### src/rtl/range_packet_framer_if.sv
// ============================================================================
// Module : range_packet_framer_if
// Brief  : Sample-stream input and range-finder output bundle for the framer.
// Rev    : 1.0 - initial release
// ============================================================================
`default_nettype none

interface range_packet_framer_if #(
  parameter int WIDTH = 16
) ();
  logic [WIDTH-1:0] in_data;
  logic             in_valid;
  logic             in_sop;
  logic             in_eop;
  logic             in_ready;
  logic [WIDTH-1:0] out_data;
  logic             out_go;
  logic             out_finish;
  logic             pkt_drop;
  logic             frame_err;
  logic             busy;

  modport master (
    output in_data, in_valid, in_sop, in_eop,
    input  in_ready, out_data, out_go, out_finish, pkt_drop, frame_err, busy
  );

  modport slave (
    input  in_data, in_valid, in_sop, in_eop,
    output in_ready, out_data, out_go, out_finish, pkt_drop, frame_err, busy
  );
endinterface

`default_nettype wire

### src/rtl/range_packet_framer.sv
// ============================================================================
// Module : range_packet_framer
// Brief  : Buffers whole sop/eop packets and replays them contiguously with
//          go/finish markers; malformed or oversize packets are dropped.
// Rev    : 1.0 - initial release
// ============================================================================
`default_nettype none

module range_packet_framer #(
  parameter int WIDTH = 16,
  parameter int DEPTH = 16,
  parameter int GAP   = 1
) (
  input  logic                 clock,
  input  logic                 reset,
  range_packet_framer_if.slave bus
);
  localparam int LW = $clog2(DEPTH + 1);
  localparam int IW = (DEPTH > 1) ? $clog2(DEPTH) : 1;
  localparam int GW = (GAP > 1) ? $clog2(GAP) : 1;

  typedef enum logic [1:0] {
    ST_COLLECT = 2'd0,
    ST_DRAIN   = 2'd1,
    ST_GAP     = 2'd2
  } state_t;

  state_t           r_state, w_state_nxt;
  logic [LW-1:0]    r_len, w_len_nxt;
  logic [LW-1:0]    r_rd_ptr, w_rd_nxt;
  logic [GW-1:0]    r_gap, w_gap_nxt;
  logic             r_in_pkt, w_in_pkt_nxt;
  logic             r_ovf, w_ovf_nxt;
  logic             r_frame_err, w_frame_err_nxt;
  logic             r_pkt_drop, w_pkt_drop_nxt;
  logic             w_wr_en;
  logic [IW-1:0]    w_wr_idx;
  logic [IW-1:0]    w_rd_idx;
  logic             w_in_ready;
  logic             w_accept;
  logic             w_last;
  logic [WIDTH-1:0] r_buf [DEPTH];

  // Reset gates ready combinationally so no beat is taken while reset is held.
  assign w_in_ready = (r_state == ST_COLLECT) && !reset;
  assign w_accept   = bus.in_valid && w_in_ready;

  // A 1-sample packet drains over two cycles so go and finish never coincide.
  assign w_last   = (r_len == LW'(1)) ? (r_rd_ptr == LW'(1))
                                      : (r_rd_ptr == r_len - LW'(1));
  assign w_rd_idx = (r_len == LW'(1)) ? '0 : r_rd_ptr[IW-1:0];

  always_comb begin
    w_state_nxt     = r_state;
    w_len_nxt       = r_len;
    w_rd_nxt        = r_rd_ptr;
    w_gap_nxt       = r_gap;
    w_in_pkt_nxt    = r_in_pkt;
    w_ovf_nxt       = r_ovf;
    w_frame_err_nxt = 1'b0;
    w_pkt_drop_nxt  = 1'b0;
    w_wr_en         = 1'b0;
    w_wr_idx        = '0;
    unique case (r_state)
      ST_COLLECT: begin
        if (w_accept) begin
          if (bus.in_sop) begin
            w_frame_err_nxt = r_in_pkt;
            w_ovf_nxt       = 1'b0;
            w_wr_en         = 1'b1;
            w_len_nxt       = LW'(1);
            w_in_pkt_nxt    = !bus.in_eop;
            if (bus.in_eop) begin
              w_state_nxt = ST_DRAIN;
              w_rd_nxt    = '0;
            end
          end else if (!r_in_pkt) begin
            w_frame_err_nxt = 1'b1;
          end else if (r_ovf || (r_len == LW'(DEPTH))) begin
            // Oversize: swallow the rest of the packet, report on eop.
            if (bus.in_eop) begin
              w_pkt_drop_nxt = 1'b1;
              w_ovf_nxt      = 1'b0;
              w_in_pkt_nxt   = 1'b0;
              w_len_nxt      = '0;
            end else begin
              w_ovf_nxt = 1'b1;
            end
          end else begin
            w_wr_en   = 1'b1;
            w_wr_idx  = r_len[IW-1:0];
            w_len_nxt = r_len + LW'(1);
            if (bus.in_eop) begin
              w_state_nxt  = ST_DRAIN;
              w_rd_nxt     = '0;
              w_in_pkt_nxt = 1'b0;
            end
          end
        end
      end
      ST_DRAIN: begin
        if (w_last) begin
          w_state_nxt = ST_GAP;
          w_gap_nxt   = '0;
          w_len_nxt   = '0;
          w_rd_nxt    = '0;
        end else begin
          w_rd_nxt = r_rd_ptr + LW'(1);
        end
      end
      ST_GAP: begin
        if (r_gap == GW'(GAP - 1)) begin
          w_state_nxt = ST_COLLECT;
        end else begin
          w_gap_nxt = r_gap + GW'(1);
        end
      end
      default: w_state_nxt = ST_COLLECT;
    endcase
  end

  always_ff @(posedge clock or posedge reset) begin
    if (reset) begin
      r_state     <= ST_COLLECT;
      r_len       <= '0;
      r_rd_ptr    <= '0;
      r_gap       <= '0;
      r_in_pkt    <= 1'b0;
      r_ovf       <= 1'b0;
      r_frame_err <= 1'b0;
      r_pkt_drop  <= 1'b0;
    end else begin
      r_state     <= w_state_nxt;
      r_len       <= w_len_nxt;
      r_rd_ptr    <= w_rd_nxt;
      r_gap       <= w_gap_nxt;
      r_in_pkt    <= w_in_pkt_nxt;
      r_ovf       <= w_ovf_nxt;
      r_frame_err <= w_frame_err_nxt;
      r_pkt_drop  <= w_pkt_drop_nxt;
    end
  end

  always_ff @(posedge clock) begin
    if (w_wr_en) begin
      r_buf[w_wr_idx] <= bus.in_data;
    end
  end

  assign bus.in_ready   = w_in_ready;
  assign bus.out_data   = (r_state == ST_DRAIN) ? r_buf[w_rd_idx] : '0;
  assign bus.out_go     = (r_state == ST_DRAIN) && (r_rd_ptr == '0);
  assign bus.out_finish = (r_state == ST_DRAIN) && w_last;
  assign bus.pkt_drop   = r_pkt_drop;
  assign bus.frame_err  = r_frame_err;
  assign bus.busy       = (r_state != ST_COLLECT);

endmodule

`default_nettype wire

### src/flat_wrapper.sv
// flat-port wrapper written by rule: the top's interface ports become plain ports
module range_packet_framer_flat 
#(
  parameter int WIDTH = 16,
  parameter int DEPTH = 16,
  parameter int GAP   = 1
)
  (clock, reset, bus_in_data, bus_in_valid, bus_in_sop, bus_in_eop, bus_in_ready, bus_out_data, bus_out_go, bus_out_finish, bus_pkt_drop, bus_frame_err, bus_busy);
  range_packet_framer_if #(.WIDTH(WIDTH)) bus_i ();
  input  logic clock;
  input  logic reset;
  input wire logic [$bits(bus_i.in_data)-1:0] bus_in_data;
  input wire logic [$bits(bus_i.in_valid)-1:0] bus_in_valid;
  input wire logic [$bits(bus_i.in_sop)-1:0] bus_in_sop;
  input wire logic [$bits(bus_i.in_eop)-1:0] bus_in_eop;
  output wire logic [$bits(bus_i.in_ready)-1:0] bus_in_ready;
  output wire logic [$bits(bus_i.out_data)-1:0] bus_out_data;
  output wire logic [$bits(bus_i.out_go)-1:0] bus_out_go;
  output wire logic [$bits(bus_i.out_finish)-1:0] bus_out_finish;
  output wire logic [$bits(bus_i.pkt_drop)-1:0] bus_pkt_drop;
  output wire logic [$bits(bus_i.frame_err)-1:0] bus_frame_err;
  output wire logic [$bits(bus_i.busy)-1:0] bus_busy;
  assign bus_i.in_data = bus_in_data;
  assign bus_i.in_valid = bus_in_valid;
  assign bus_i.in_sop = bus_in_sop;
  assign bus_i.in_eop = bus_in_eop;
  assign bus_in_ready = bus_i.in_ready;
  assign bus_out_data = bus_i.out_data;
  assign bus_out_go = bus_i.out_go;
  assign bus_out_finish = bus_i.out_finish;
  assign bus_pkt_drop = bus_i.pkt_drop;
  assign bus_frame_err = bus_i.frame_err;
  assign bus_busy = bus_i.busy;
  range_packet_framer #(.WIDTH(WIDTH), .DEPTH(DEPTH), .GAP(GAP)) u_core (.clock(clock), .reset(reset), .bus(bus_i));
endmodule
### config.mk
export PLATFORM = sky130hd
export DESIGN_NAME = range_packet_framer_flat
export DESIGN_NICKNAME = d
export VERILOG_FILES = /design/src/rtl/range_packet_framer_if.sv /design/src/rtl/range_packet_framer.sv /design/src/flat_wrapper.sv
export SDC_FILE = /design/constraint.sdc
export NUM_CORES = 1
export LEC_CHECK = 0
export ABC_AREA = 1
export CELL_PAD_IN_SITES_DETAIL_PLACEMENT = 1
export CELL_PAD_IN_SITES_GLOBAL_PLACEMENT = 1
export CORE_ASPECT_RATIO = 1.1
export CORE_MARGIN = 8
export CORE_UTILIZATION = 40
export DETAILED_ROUTE_END_ITERATION = 16
export PLACE_DENSITY = 0.64
export SLEW_MARGIN = 20
export SYNTH_ARGS = -nofsm -noshare
export SYNTH_HDL_FRONTEND = slang
export SYNTH_SLANG_ARGS = --single-unit
### constraint.sdc
create_clock -name clock -period 5.8 [get_ports clock]
set_input_delay 1.16 -clock clock [delete_from_list [all_inputs] [get_ports clock]]
set_output_delay 1.16 -clock clock [all_outputs]
set_load 0.005 [all_outputs]
==> Word-level counts from Yosys, hierarchy flattened <==
Memories as Yosys holds them, arrays and structs flattened.
Cells that the tools add are included.
Widths: inputs -> output; s select.
{ "word_totals": {"input_bits": 21, "n_memories": 1, "register_bits": 17, "mem_bits_rw": 256, "output_inout_bits": 22} }
{ "mem_list": {"columns": ["name", "words", "word_bits", "read_ports", "rd_ports_with_merged_regs", "write_ports", "line_no", "text"], "rows": [
  ["u_core.r_buf", 16, 16, 1, 0, 1, "range_packet_framer.sv:42", "logic [WIDTH-1:0] r_buf [DEPTH];"]
]} }
{ "classes": {"addsub": 4, "muxes": 56, "n_reduce_logical": 20, "eq_ne": 12} }
{ "ops": {"columns": ["cell", "count"], "rows": [
  ["$mux 5", 12],
  ["$mux 1", 26],
  ["$mux 4", 6],
  ["$pmux 5 s2", 2],
  ["$mux 16", 1],
  ["$mux 2", 7],
  ["$add 5x1->5 const B", 2],
  ["$eq 5x1->1 const B", 2],
  ["$reduce_and 5->1", 2],
  ["$reduce_bool 2->1", 5],
  ["$reduce_and 4->1", 2],
  ["$pmux 2 s3", 1],
  ["$eq 5x5->1", 1],
  ["$eq 5x5->1 const B", 1],
  ["$logic_not 5->1", 1],
  ["$sub 5x1->5 const B", 1],
  ["$logic_and 1x1->1", 4],
  ["$ne 2x1->1 const B", 2],
  ["$ne 4x4->1 const B", 1],
  ["$reduce_and 2->1", 2],
  ["$ne 3x2->1 const B", 1],
  ["$ne 3x3->1 const B", 1],
  ["$eq 2x1->1 const B", 1],
  ["$eq 2x2->1 const B", 1],
  ["other kinds (6)", 7]
]} }

==> Logic depth before layout (Yosys ltp) <==
Gate-level depths: netlist (run 1).
{ "depth": {"word_depth": 9, "depth_mapped": 16, "mapped_depth_nobuf": 16} }

==> Least setup slack after synthesis (run 1) <==
Ideal clock, no wire load.
{ "synth_timing": {"path_kind": "in2reg", "start": "in reset", "end": "mem u_core.r_buf[4][0] (enable)", "path_stages": 8, "arrival_ns": 2.730, "path_buffers": 0, "setup_slack_ns": 2.682, "required_time_ns": 5.412, "setup_ns": 0.388, "path_cell_list": "nor2_1 nand2_1 inv_1 nand2_1 inv_1 nand3_1 nand3b_1 nor2_1"} }
{ "synth_between": {"elab_chain_cells": 7, "elab_cells_between_ends": 9} }
{ "synth_lines": {"columns": ["element", "line_no", "text"], "rows": [
  ["from (decl)", "flat_wrapper.sv:11", "input logic reset;"],
  ["$logic_not 1->1 *", "range_packet_framer.sv:45", "assign w_in_ready = (r_state == ST_COLLECT) && !reset;"],
  ["$logic_and 1x1->1 *", "range_packet_framer.sv:45", null],
  ["$logic_and 1x1->1 *", "range_packet_framer.sv:46", "assign w_accept = bus.in_valid && w_in_ready;"],
  ["$mux 1", "range_packet_framer.sv:66", "if (w_accept) begin"],
  ["$mux 1", "range_packet_framer.sv:64", "unique case (r_state)"],
  ["$mux 1", "range_packet_framer.sv:145", "if (w_wr_en) begin"],
  ["$mux 1 (not written as such)", "range_packet_framer.sv:146", "r_buf[w_wr_idx] <= bus.in_data;"],
  ["to (decl)", "range_packet_framer.sv:42", null]
]} }
Every way passes the cells marked *; elsewhere a longest branch is shown, timed or not.

==> Worst setup path in the final report (run 1) <==
{ "layout_timing": {"start": "reg u_core.r_len[1]", "end": "out bus_out_data[1]"} }
{ "layout_between": {"elab_chain_cells": 4} }
{ "layout_lines": {"columns": ["element", "line_no", "text"], "rows": [
  ["from (decl)", "range_packet_framer.sv:29", "logic [LW-1:0] r_len, w_len_nxt;"],
  ["from (signal assigned)", "range_packet_framer.sv:134", "r_len <= w_len_nxt;"],
  ["$eq 5x1->1", "range_packet_framer.sv:51", "assign w_rd_idx = (r_len == LW'(1)) ? '0 : r_rd_ptr[IW-1:0];"],
  ["$mux 4", "range_packet_framer.sv:51", null],
  ["$mem_v2 16x16", null, null],
  ["$mux 16", "range_packet_framer.sv:151", "assign bus.out_data = (r_state == ST_DRAIN) ? r_buf[w_rd_idx] : '0;"],
  ["to (decl)", "flat_wrapper.sv:17", "output wire logic [$bits(bus_i.out_data)-1:0] bus_out_data;"]
]} }
No other way between the ends.

==> qor.csv, run 1 <==
stage,metric,value,unit
run_status,outcome,finished clean,
sta,setup_viol,0,
routing,wl_met2,16.09,mm
sta,setup_tns,0,ns
clock_network,cts_buffers,30,
critical_path,regToRegEndpoint,u_core.r_buf[0][0]$_DFFE_PP_,
floorplanning,row_count,65,
worst_hold_path,holdPathStages,2,
routing,first_iter_violations,546,
floorplanning,coreArea,0.02863,sq mm
layout,diodes,0,
clock_network,insertion_delay,0.56,ns
routing,dr_wl_met3,1.570,mm
routing,routedWlPerCell,22.23,um
run,drv_cap,0,
critical_path,crit_path_end_kind,output pin,
critical_path,r2r_slack,2.29,ns
critical_path,crit_chain,inv_1 > ha_1 > inv_1 > nor2_1 > nand2_2 > nand2_4 > buf_4 > nand2_1 > nand3_1 > nand3_1 > nand3_1 > nand2_1 > nor2_1 > clkdlybuf4s50_1,
layout,final_util,46.85,%
critical_path,critPathMaxFanout,38,
routing,drt-met1-wl,14.20,mm
sta,hold_violations,0,
floorplanning,dieArea,0.03482,sq mm
floorplanning,io_pins,43,
layout,syn_to_final_growth,15.22,%
clock_network,postCtsSetupRepairBufs,0,
logic_synthesis,syn_area_per_cell,11.13,sq um
clock_network,cts_resized,0,
critical_path,r2r_cells,8,
global_routing,grt_pass1_wl,50.10,mm
sta,rsz0062_at_grt,false,
logic_synthesis,synth_edf_count,256,
critical_path,path_common_cell,nand3_1,
sta,timing.final.crit_share,85.48,%
floorplanning,dieHeight,194.9,um
power,power_density,491.3,mW/mm^2
layout,multi_input_area,0.003169,sq mm
logic_synthesis,async_flop_share,5.882,%
sta,max_freq,0.2017,GHz
place,place.port_buffers,42,
clock_network,clkTransAtPathRegs,0.06,ns
logic_synthesis,yosys-top-cells-count,"289 x nand2_1, 262 x nand3_1, 256 x edfxtp_1",
sta,slew_headroom,39.61,%
power,peakVddDrop,0.3665,mV
worst_hold_path,min_from,u_core.r_ovf$_DFFE_PP0P_,
layout,nets,1107,
critical_path,critPathBufInv,4,
clock_network,cts_max_level,1,
critical_path,critical_path.slowest_cell,clkdlybuf4s50_1,
logic_synthesis,synth_most_common_cell,nand2_1,
layout,drive_gt1_share,8.530,%
layout,seq_area,0.008092,sq mm
logic_synthesis,synth_area_leaders,"edfxtp_1 66%, nand3_1 11%, nand2_1 9.3%",
routing,highest_layer,met4,
logic_synthesis,synth_nets,1074,
floorplanning,die_w,178.6,um
layout,fillers,3056,
critical_path,crit_family,simple AND/OR/NAND/NOR gates,
routing,dr.pass1.iters,5,
routing,vias_per_cell,5.484,
clock_network,cts_root_buf,clkbuf_16,
logic_synthesis,synth_seq_cells,272,
logic_synthesis,syn_area,0.01164,sq mm
critical_path,critical_path_class,reg2out,
place,hpwl,18.10,mm
critical_path,required,4.64,ns
global_routing,grt_max_degree,73,
routing,antenna_left,0,
logic_synthesis,synth_top_cell_by_area,edfxtp_1,
sta,slew_viol_final,0,
worst_hold_path,hold_path.class,reg2reg,
clock_network,cts_tree,yes,
power,p_leak,4.961,nW
routing,wl,32.68,mm
sta,period_minus_slack,4.958,ns
critical_path,r2r_start,u_core.r_len[0]$_DFFE_PP0P_,
logic_synthesis,ys_warn_count,0,
floorplanning,initial_utilization,40.66,%
critical_path,critPathMaxStageDelay,0.57,ns
routing,drcViolationCount,0,
global_routing,grt_antenna_before_repair,1,
logic_synthesis,yosys_most_used_dff,edfxtp_1,
clock_network,holdBufCountCts,0,
place,gp_congestion,0.7704,
logic_synthesis,syn_inst,1046,
logic_synthesis,yosysSeqAreaShare,69.48,%
global_routing,groute.usage.overall,18.89,%
clock_network,cts_sinks,272,
routing,dr_total_vias,8062,
logic_synthesis,synth_top_area_share,66.04,%
sta,skew,0.01215,ns
critical_path,critPathLaunchType,flop,
worst_hold_path,min_to,u_core.r_ovf$_DFFE_PP0P_,
global_routing,grt_pass1_vias,8434,
sta,tightest_slew,0.9059,ns
critical_path,crit_arrival,3.80,ns
global_routing,overflow,0,
clock_network,cts_buffer_depth,3,
logic_synthesis,ys_types,31,
report_power, final:
part	switching, W	internal [W]
clock	0.000752	0.00109
sequential	0.000121	0.00220
combinational	0.00163	0.000796
flip-flops by register name, summed over array words and instances, names as in the netlist:
name / flops
u_core.r_buf: 256
u_core.r_state: 2
u_core.r_rd_ptr: 5
u_core.bus.frame_err: 1
u_core.bus.pkt_drop: 1
u_core.r_len: 5
u_core.r_ovf: 1
u_core.r_in_pkt: 1
routing by layer:
| layer | up-vias | track usage [%] |
|---|---|---|
| met1 | 4092 | 24.60 |
| met4 | 0 | 5.792 |
| met5 | - | 0 |
| met2 | 190 | 31.82 |
| li1 | 3726 | - |
| met3 | 54 | 2.869 |
worst register-to-register path, delay by kind of cell (launching register included):
family                   cells  cell delay, ns
buffers and inverters        2            0.54
adder cells (fa/ha/maj)      1            0.27
flip-flops                   1            0.53
AO/OA/AOI/OAI                2            0.62
AND/OR/NAND/NOR              3            1.24
per-stage QoR:
stage                     instances  area, sq um  hold slack (ns)  total power, W  setup WS [ns]
after floorplan                1046        11640           0.4722        0.003986          2.682
after global placement         1415        12440           0.5047        0.004759          1.521
after detailed placement       1415        12450           0.5148        0.004796          1.463
after CTS                      1470        13410           0.5364        0.006655         0.8592
after global routing           1470        13410           0.5763        0.006985         0.6334
final                          1470        13410           0.5377        0.006589         0.8423
final cells by class:
class                   instances  area share [%]
clock buffers                  43           6.586
clock inverters                12          0.5971
inverters                      33          0.9236
multi-input cells             679           23.63
flip-flops and latches        272           60.33
well taps                     368           3.433
repair buffers                 63           4.497
worst max-delay path by stage:
stage,start,end,slack (ns),depth (start not counted)
final,u_core.r_len[1]$_DFFE_PP0P_,bus_out_data[1],0.84,14
after global routing,u_core.r_len[1]$_DFFE_PP0P_,bus_out_data[10],0.63,14
after CTS,u_core.r_len[1]$_DFFE_PP0P_,bus_out_data[1],0.86,14
after detailed placement,u_core.r_len[1]$_DFFE_PP0P_,bus_out_data[1],1.46,14
after global placement,u_core.r_rd_ptr[0]$_DFFE_PP0P_,bus_out_data[1],1.52,8
after floorplan,reset,u_core.r_buf[4][0]$_DFFE_PP_,2.68,8
cells in the final DEF (no fill, tap or decap), drive strengths merged:
cell / n
nand2: 294
bufinv: 1
nor2: 69
nor3: 3
clkdlybuf4s50: 42
nand3b: 4
xnor2: 1
xor2: 4
o31ai: 1
nand3: 262
clkbuf: 43
buf: 21
o21bai: 1
edfxtp: 256
o21ai: 5
inv: 33
a21oi: 5
a211oi: 1
dfrtp: 16
a31oi: 17
nand4: 4
ha: 7
clkinv: 11
or2: 1
logic make-up after synthesis:
group	count (synthesis)	synth area share, %
AND/OR/NAND/NOR	637	23.84
adder cells (fa/ha/maj)	7	0.7524
XOR/XNOR	5	0.3762
AO/OA/AOI/OAI	30	1.591
flip-flops	272	69.48
buffers and inverters	95	3.956
(Power assumes the default switching activity.)
==> run 2, diff against run 1 <==
MAX_ROUTING_LAYER = met4   (was not set)
==> run 2 against run 1 <==
  * Sequential share of layout area did not move
  * Global-route usage rose by 0.54 points
  * Largest power group unchanged
  * Utilization did not move
  * Non-clock buffer count did not move
  * Sequential power barely moved
  * Design area did not move
  * Total power fell by 0.17%
  * Clock skew fell by 0.0015 ns
==> qor.csv, run 2 (synthesis results as in run 1) <==
stage,metric,value,unit,change
sta,slew_headroom,39.92,%,+0.31 points
sta,period_minus_slack,4.974,ns,+0.01603 ns
layout,regMostFlops,u_core.r_buf,,
layout,drive_gt1_share,8.530,%,unchanged
global_routing,grt_max_degree,73,,unchanged
run_status,outcome,finished clean,,
clock_network,holdBufCountCts,0,,unchanged
layout,layout_common_cells,"289 x nand2_1, 262 x nand3_1, 256 x edfxtp_1",,
place,placed_area,0.01245,sq mm,unchanged
floorplanning,row_count,65,,unchanged
global_routing,grt_pass1_wl,50.02,mm,-0.16%
place,hpwl,18.10,mm,unchanged
layout,multi_input_area,0.003169,sq mm,unchanged
routing,first_iter_violations,525,,-3.8%
layout,diodes,0,,unchanged
clock_network,cts_root_buf,clkbuf_16,,
clock_network,clkTransAtPathRegs,0.06,ns,about the same
sta,max_freq,0.2011,GHz,-0.32%
routing,wl,32.62,mm,-0.18%
floorplanning,dieHeight,194.9,um,unchanged
clock_network,cts_resized,0,,unchanged
routing,routedWlPerCell,22.19,um,-0.18%
floorplanning,die_w,178.6,um,unchanged
layout,largest_reg_flops,256,,unchanged
layout,final_common_cell,nand2_1,,
routing,dr_total_vias,8074,,+0.15%
critical_path,critPathMaxFanout,38,,unchanged
sta,tightest_slew,0.9013,ns,-0.004621 ns
clock_network,cts_buffer_depth,3,,unchanged
floorplanning,io_pins,43,,unchanged
routing,vias_per_cell,5.493,,+0.15%
critical_path,critPathLaunchType,flop,,
sta,rsz0062_at_grt,false,,
run,drv_cap,0,,unchanged
clock_network,cts_buffers,30,,unchanged
critical_path,critPathBufInv,4,,unchanged
global_routing,grt_pass1_vias,8422,,-0.14%
floorplanning,dieArea,0.03482,sq mm,unchanged
floorplanning,initial_utilization,40.66,%,unchanged
worst_hold_path,hold_path.class,reg2reg,,
place,place.port_buffers,42,,unchanged
layout,nets,1107,,unchanged
clock_network,cts_tree,yes,,
sta,slew_viol_final,0,,unchanged
clock_network,postCtsSetupRepairBufs,0,,unchanged
place,dp_cells,1415,,unchanged
sta,holdWs,0.5356,ns,-0.002076 ns
clock_network,cts_max_level,1,,unchanged
critical_path,crit_family,simple AND/OR/NAND/NOR gates,,
clock_network,insertion_delay,0.56,ns,about the same
layout,top_regs,"u_core.r_buf (256), u_core.r_len (5), u_core.r_rd_ptr (5)",,
power,p_leak,4.961,nW,unchanged
global_routing,overflow,0,,unchanged
critical_path,required,4.64,ns,about the same
place,pre_cts_slack,1.463,ns,unchanged
power,power_density,490.5,mW/mm^2,-0.17%
sta,timing.final.crit_share,85.75,%,+0.28 points
sta,layout_setup_ws,0.8262,ns,-0.01603 ns
layout,seq_area,0.008092,sq mm,unchanged
routing,drcViolationCount,0,,unchanged
critical_path,crit_path_end_kind,output pin,,
critical_path,critical_path.slowest_cell,clkdlybuf4s50_1,,
layout,fin_cells,1470,,unchanged
clock_network,cts_sinks,272,,unchanged
layout,design_area,0.01341,sq mm,unchanged
routing,antenna_left,0,,unchanged
critical_path,critical_path_class,reg2out,,
floorplanning,coreArea,0.02863,sq mm,unchanged
layout,syn_to_final_growth,15.22,%,unchanged
sta,hold_violations,0,,unchanged
sta,skew,0.01065,ns,-0.001507 ns
critical_path,crit_chain,inv_1 > ha_1 > inv_1 > nor2_1 > nand2_2 > nand2_4 > buf_4 > nand2_1 > nand3_1 > nand3_1 > nand3_1 > nand2_1 > nor2_1 > clkdlybuf4s50_1,,
routing,dr.pass1.iters,5,,unchanged
sta,setup_tns,0,ns,unchanged
layout,fillers,3056,,unchanged
global_routing,grt_antenna_before_repair,1,,unchanged
critical_path,path_common_cell,nand3_1,,
global_routing,groute.usage.overall,19.43,%,+0.54 points
sta,setup_viol,0,,unchanged
place,gp_congestion,0.7808,,+1.3%
critical_path,crit_arrival,3.81,ns,about the same
critical_path,critPathMaxStageDelay,0.57,ns,about the same
power,peakVddDrop,0.3653,mV,-0.32%
[run 2: cell counts in the layout (fill, tap and decap cells not counted)]
Identical to the previous run, type by type.
[run 2: power by group]
| group | internal [W] | switching, W | leakage, nW | total [W] |
|---|---|---|---|---|
| registers | 0.00220 | 0.000120 | 2.51 | 0.00232 |
| clock network | 0.00109 | 0.000750 | 0.478 | 0.00184 |
| logic | 0.000796 | 0.00162 | 1.97 | 0.00242 |
[run 2: final cells by class]
| cell class | instances | area share, % |
|---|---|---|
| multi-input combinational | 679 | 23.63 |
| tap | 368 | 3.433 |
| clock inverter | 12 | 0.5971 |
| clock buffer | 43 | 6.586 |
| timing repair buffer | 63 | 4.497 |
| sequential | 272 | 60.33 |
| inverter | 33 | 0.9236 |
[run 2: metal layers]
| layer | up-vias | wire [um] | global-route usage [%] | part of all wire (%) |
|---|---|---|---|---|
| li1 | 3726 | - | - | - |
| met1 | 4093 | 14090 | 24.66 | 43 |
| met2 | 203 | 16190 | 31.84 | 50 |
| met3 | 52 | 1541 | 2.753 | 4.7 |
| met4 | 0 | 801 | 5.792 | 2.5 |
| met5 | - | 0 | - | 0 |
[run 2: stage by stage]
step | power (W) | util [%]
after floorplan | 0.003986 | -
after global placement | 0.004759 | 43.47
after detailed placement | 0.004796 | 43.48
after CTS | 0.006655 | 46.85
after global routing | 0.006985 | 46.85
final | 0.006578 | 46.85
[run 2: final timing paths]
path                                             start                        endpoint  slack, ns  depth (start not counted)
setup / recovery           u_core.r_len[1]$_DFFE_PP0P_                 bus_out_data[1]       0.83                         14
hold / removal                u_core.r_ovf$_DFFE_PP0P_        u_core.r_ovf$_DFFE_PP0P_       0.54                          2
setup reg to reg           u_core.r_len[0]$_DFFE_PP0P_    u_core.r_buf[0][0]$_DFFE_PP_       2.30                          8
hold reg to reg               u_core.r_ovf$_DFFE_PP0P_        u_core.r_ovf$_DFFE_PP0P_       0.54                          2
max in group asynchronous                        reset  u_core.r_rd_ptr[0]$_DFFE_PP0P_       4.29                          2
min in group asynchronous                        reset        u_core.r_ovf$_DFFE_PP0P_       1.02                          2
[run 2: tightest hold or removal path, stage by stage (launching register included)]
cell and delay (ns):
dfrtp_1 0.38, nand2_1 0.07, o31ai_1 0.05
